[src/rtl/countdown_pkg.sv]
// countdown_pkg: shared types and constants for the countdown timer.
// Holds the FSM state encoding and the default counter width.
package countdown_pkg;

  typedef enum logic {
    CD_IDLE = 1'b0,
    CD_RUN  = 1'b1
  } cd_state_t;

  localparam int CD_WIDTH_DEFAULT = 4;

endpackage

[src/rtl/countdown_timer_4bit.sv]
// countdown_timer_4bit: loadable down-counter, one-cycle borrow pulse.
// Ports: clk, rst_n, load_valid/load_ready/load_val/load_auto (load),
//        en (tick), abort, cnt, bout (terminal pulse), busy (RUN).
module countdown_timer_4bit
  import countdown_pkg::*;
#(
  parameter int WIDTH = CD_WIDTH_DEFAULT
) (
  input  logic             clk,
  input  logic             rst_n,
  input  logic             load_valid,
  output logic             load_ready,
  input  logic [WIDTH-1:0] load_val,
  input  logic             load_auto,
  input  logic             en,
  input  logic             abort,
  output logic [WIDTH-1:0] cnt,
  output logic             bout,
  output logic             busy
);

  cd_state_t        state_q;
  logic [WIDTH-1:0] cnt_q;
  logic [WIDTH-1:0] reload_q;
  logic             auto_q;
  logic             bout_q;

  always_ff @(posedge clk or negedge rst_n) begin
    if (!rst_n) begin
      state_q  <= CD_IDLE;
      cnt_q    <= '0;
      reload_q <= '0;
      auto_q   <= 1'b0;
      bout_q   <= 1'b0;
    end else begin
      bout_q <= 1'b0;
      unique case (state_q)
        CD_IDLE: begin
          if (load_valid) begin
            cnt_q    <= load_val;
            reload_q <= load_val;
            auto_q   <= load_auto;
            state_q  <= CD_RUN;
          end
        end
        CD_RUN: begin
          if (abort) begin
            state_q <= CD_IDLE;
            cnt_q   <= '0;
          end else if (en) begin
            if (cnt_q != '0) begin
              cnt_q <= cnt_q - 1'b1;
            end else begin
              // terminal tick: pulse, then reload or stop
              bout_q <= 1'b1;
              if (auto_q) begin
                cnt_q <= reload_q;
              end else begin
                state_q <= CD_IDLE;
              end
            end
          end
        end
        default: state_q <= CD_IDLE;
      endcase
    end
  end

  assign load_ready = (state_q == CD_IDLE);
  assign busy       = (state_q == CD_RUN);
  assign cnt        = cnt_q;
  assign bout       = bout_q;

endmodule

[config.mk]
export PLATFORM = sky130hd
export DESIGN_NAME = countdown_timer_4bit
export DESIGN_NICKNAME = d
export VERILOG_FILES = /design/src/rtl/countdown_pkg.sv /design/src/rtl/countdown_timer_4bit.sv
export SDC_FILE = /design/constraint.sdc
export NUM_CORES = 1
export LEC_CHECK = 0
export BUFFER_PORTS_ARGS = -buffer_cell sky130_fd_sc_hd__buf_4
export CORE_MARGIN = 10
export CORE_UTILIZATION = 49
export CTS_CLUSTER_SIZE = 24
export DETAILED_ROUTE_END_ITERATION = 8
export GPL_ROUTABILITY_DRIVEN = 0
export PLACE_DENSITY = 0.84
export SYNTH_ARGS = -nofsm -noshare
export SYNTH_HDL_FRONTEND = slang
export SYNTH_SLANG_ARGS = --single-unit
[constraint.sdc]
create_clock -name clk -period 1.8 [get_ports clk]
set_clock_uncertainty 0.15 [all_clocks]
set_input_delay 0 -clock clk [delete_from_list [all_inputs] [get_ports clk]]
set_output_delay 0 -clock clk [all_outputs]
set_load 0.005 [all_outputs]
==> key figures <==
Worst setup path
  – R2R depth: 6
  – Reg2reg end: cnt[0]
  – Arrival @ worst endpoint: 1.73 ns
  – Worst r2r src: cnt[1]
  – Reg-to-reg setup timing slack: roughly 0.076 ns
  – Crit end category: flip-flop
  – Crit Path Category: flip-flop to flip-flop
  – Critical path required time: 1.80 ns
  – Critical-path maximum fanout: 6
  – Critical path launch point type: flip-flop

Clock tree
  – CTS Buf Count: 3
  – Worst-skew pair later-pin latency: 0.26 ns
  – CTS root buf: clkbuf_4
  – CTS Sinks: 11
  – H-tree lvl count: 1
  – CTS tree: built
  – CTS max path bufs: 2
  – Clock Pin Slew Worst Setup and Hold Paths: 0.07 ns

Power and ir drop
  – Internal cell power: 690 uW
  – Clk pwr share: 0.153
  – Switching part of the total: 0.348
  – Logic pwr share: 0.479
  – Switch Pwr: 368 uW
  – Pwr Density: 1110 mW/mm^2
  – Flop pwr share: 0.367
  – Maximum vdd drop: 0.720 mV
  – Static leakage: 0.442 nW

Routing
  – Final wirelength: 1630 microns
  – Met1 WL: 634 microns
  – WL/cell: 14.5 microns
  – TritonRoute pass-1 iters: 4
  – Routed length on met2: around 850 microns
  – Top Metal Used: met4
  – Initial DRC Count: 18
  – WL met3: 75 microns
  – Vias per inst: 5.14
  – Via Count: 576
  – DR DRC count: 0
  – Final ANT Viol Nets: 0

Logic synthesis
  – Ys flop type: dfrtp_1
  – Synthesis-stage register bit count: 11
  – Simple-gate share of the synthesized area: 0.174
  – Syn_area_per_cell: 10.2 sq um
  – Most frequent cell after synthesis: dfrtp_1
  – Synth Area in Compound Gates: 0.206
  – Top post-synthesis cells by area: dfrtp_1, mux2_2, inv_1, a221oi_4, ha_1
  – Synthesized Nets: 77
  – Sequential-to-total area share from yosys stat: 0.415
  – Largest family of logic cells by synthesized area: compound AO/OA/AOI/OAI gates
  – XOR/XNOR share of the synthesized area: 0.0132
  – Adder-Cell Fraction of Synth Area: 0.0377
  – Synthesis Warnings: 0
  – Synth top cells by count: dfrtp_1, inv_1, mux2_2, nor2_1, o21ai_0
  – Netlist cell types: 27
  – Mux contribution to synthesized area: 0.0849
  – Asr flop ratio synth: 1.00
  – Cell taking the most area after synthesis: dfrtp_1
  – Mapped Area: 663 sq um
  – Post-synth EDFFs: 0
  – Share of Yosys cell area claimed by the top area cell type: 0.415
  – Cells after Synth: 65

Final layout
  – Diode count: 0
  – Nets: 110
  – Synth-to-layout area growth: 44.0%
  – Fillcell total: 97
  – Layout cells sized above 1: 0.381

Floorplanning
  – Die width: around 57 microns
  – Core Box Area: ~0.0013 sq mm
  – Top Ports: 17
  – Die H: 56.8 microns
  – Die area: 0.00322 sq mm
  – Initial Utilization: 0.516
  – Std cell rows: 13

Run
  – Max Cap Viol: 0

Timing
  – Setup-failing EPs final: 0
  – Fin crit share: 0.958
  – RSZ-0062 raised after global routing: no
  – Setup_tns: 0 ns
  – Rel. slew slack: 0.672
  – Actual slew at the worst max-slew pin: 0.491 ns
  – Period minus WS final: around 1.7 ns
  – Fmax: roughly 580 MHz
  – Final hold vios: 0
  – Slew Limit Fails: 0
  – Final setup margin: 0.0757 ns

Placed design
  – Dpl ws: 0.0372 ns
  – Port Buf Inserts: 16
  – Final HPWL from detailed placement: 1210 microns

Global routing
  – First-pass GRT wire length: 2860 microns
  – Largest net degree at the start of global routing: 12
  – Number of antenna violations at the first check in global routing: 0
  – Vias in the first global route: 640
  – GRT Resource Usage Total: 0.108
  – Grt ovf: 0

Worst hold path
  – Hold WC Path Type: flip-flop to flip-flop
  – Worst Hold Path Cells: 1
  – Hold EP: reload_q[1]
  – Hold Path Origin: reload_q[1]

Status
  – Status: complete, no violations
## worst max-delay path by stage
stage	start	to	slack (ns)
after detailed placement	cnt[1]	cnt[0]	0.04
after global routing	cnt[1]	cnt[0]	0.003
after CTS	cnt[0]	cnt[0]	0.02
after global placement	cnt[0]	cnt[1]	0.11
after floorplan	cnt[0]	cnt[0]	0.08
final	cnt[1]	cnt[0]	0.08
## timing repair
action,CTS,global route
endpoints found under the hold margin,22,0
setup endpoints to repair,0,4
buffers inserted,0,1
gates resized for setup,0,4
hold buffers,10,0
## power groups by stage
| stage | Clock [mW] | Combinational (mW) | Sequential (mW) |
|---|---|---|---|
| floorplan | 0 | 0.269 | 0.389 |
| CTS | 0.170 | 0.481 | 0.385 |
| finish | 0.162 | 0.507 | 0.389 |
| detailed placement | 0 | 0.462 | 0.390 |
| global route | 0.183 | 0.569 | 0.402 |
| global placement | 0 | 0.440 | 0.383 |
## worst max-delay path: stages, from the launching register on
cell and delay (ns):
dfrtp_1 0.39, inv_2 0.09, ha_4 0.14, or3b_4 0.40, nor2_1 0.11, o32ai_1 0.09
a22o_1 0.25
## placed cells by master (no fill, tap or decap), drive strengths merged, types with 2 or more instances in the layout
cell / synthesis / layout
buf: 1 / 20
dfrtp: 11 / 11
dlygate4sd3: 0 / 10
inv: 8 / 8
o21ai: 8 / 8
nor2: 5 / 5
mux2: 5 / 5
a21oi: 4 / 4
clkbuf: 1 / 4
nor3b: 2 / 2
nand2: 2 / 2
o22a: 2 / 2
nor2b: 2 / 2
ha: 2 / 2
## metal layers
layer / vias up / global-route usage
met1: 258 / 0.112
li1: 297 / -
met5: - / 0
met3: 6 / 0.0247
met2: 15 / 0.191
met4: 0 / 0.0604
## metrics by stage
stage                     cells  hold slack (ns)  area (sq um)  power (mW)   util
after global placement       97           -0.310           808       0.823  0.629
after detailed placement     97           -0.307           808       0.852  0.629
final                       112            0.364           955        1.06  0.743
after floorplan              65           -0.446           663       0.658      -
after CTS                   111            0.364           935        1.04  0.727
after global routing        112            0.385           955        1.15  0.743
## logic make-up after synthesis
group,Yosys count
XOR/XNOR,1
adder cells (fa/ha/maj),2
AND/OR/NAND/NOR,17
flip-flops,11
buffers and inverters,10
multiplexers,5
AO/OA/AOI/OAI,19
## area by class of cell
| cell class | count | area (sq um) | area share |
|---|---|---|---|
| multi-input cells | 44 | 354 | 0.371 |
| flip-flops and latches | 11 | 275 | 0.288 |
| inverters | 8 | 30.0 | 0.0315 |
| well taps | 15 | 18.8 | 0.0197 |
| clock buffers | 4 | 26.3 | 0.0275 |
| repair buffers | 30 | 250 | 0.262 |
## sequential cells by signal, summed over array words and instances, names as in the netlist
| signal | cells |
|---|---|
| auto_q | 1 |
| bout | 1 |
| busy | 1 |
| cnt | 4 |
| reload_q | 4 |
Note: power is estimated with default switching activity, not from simulation.
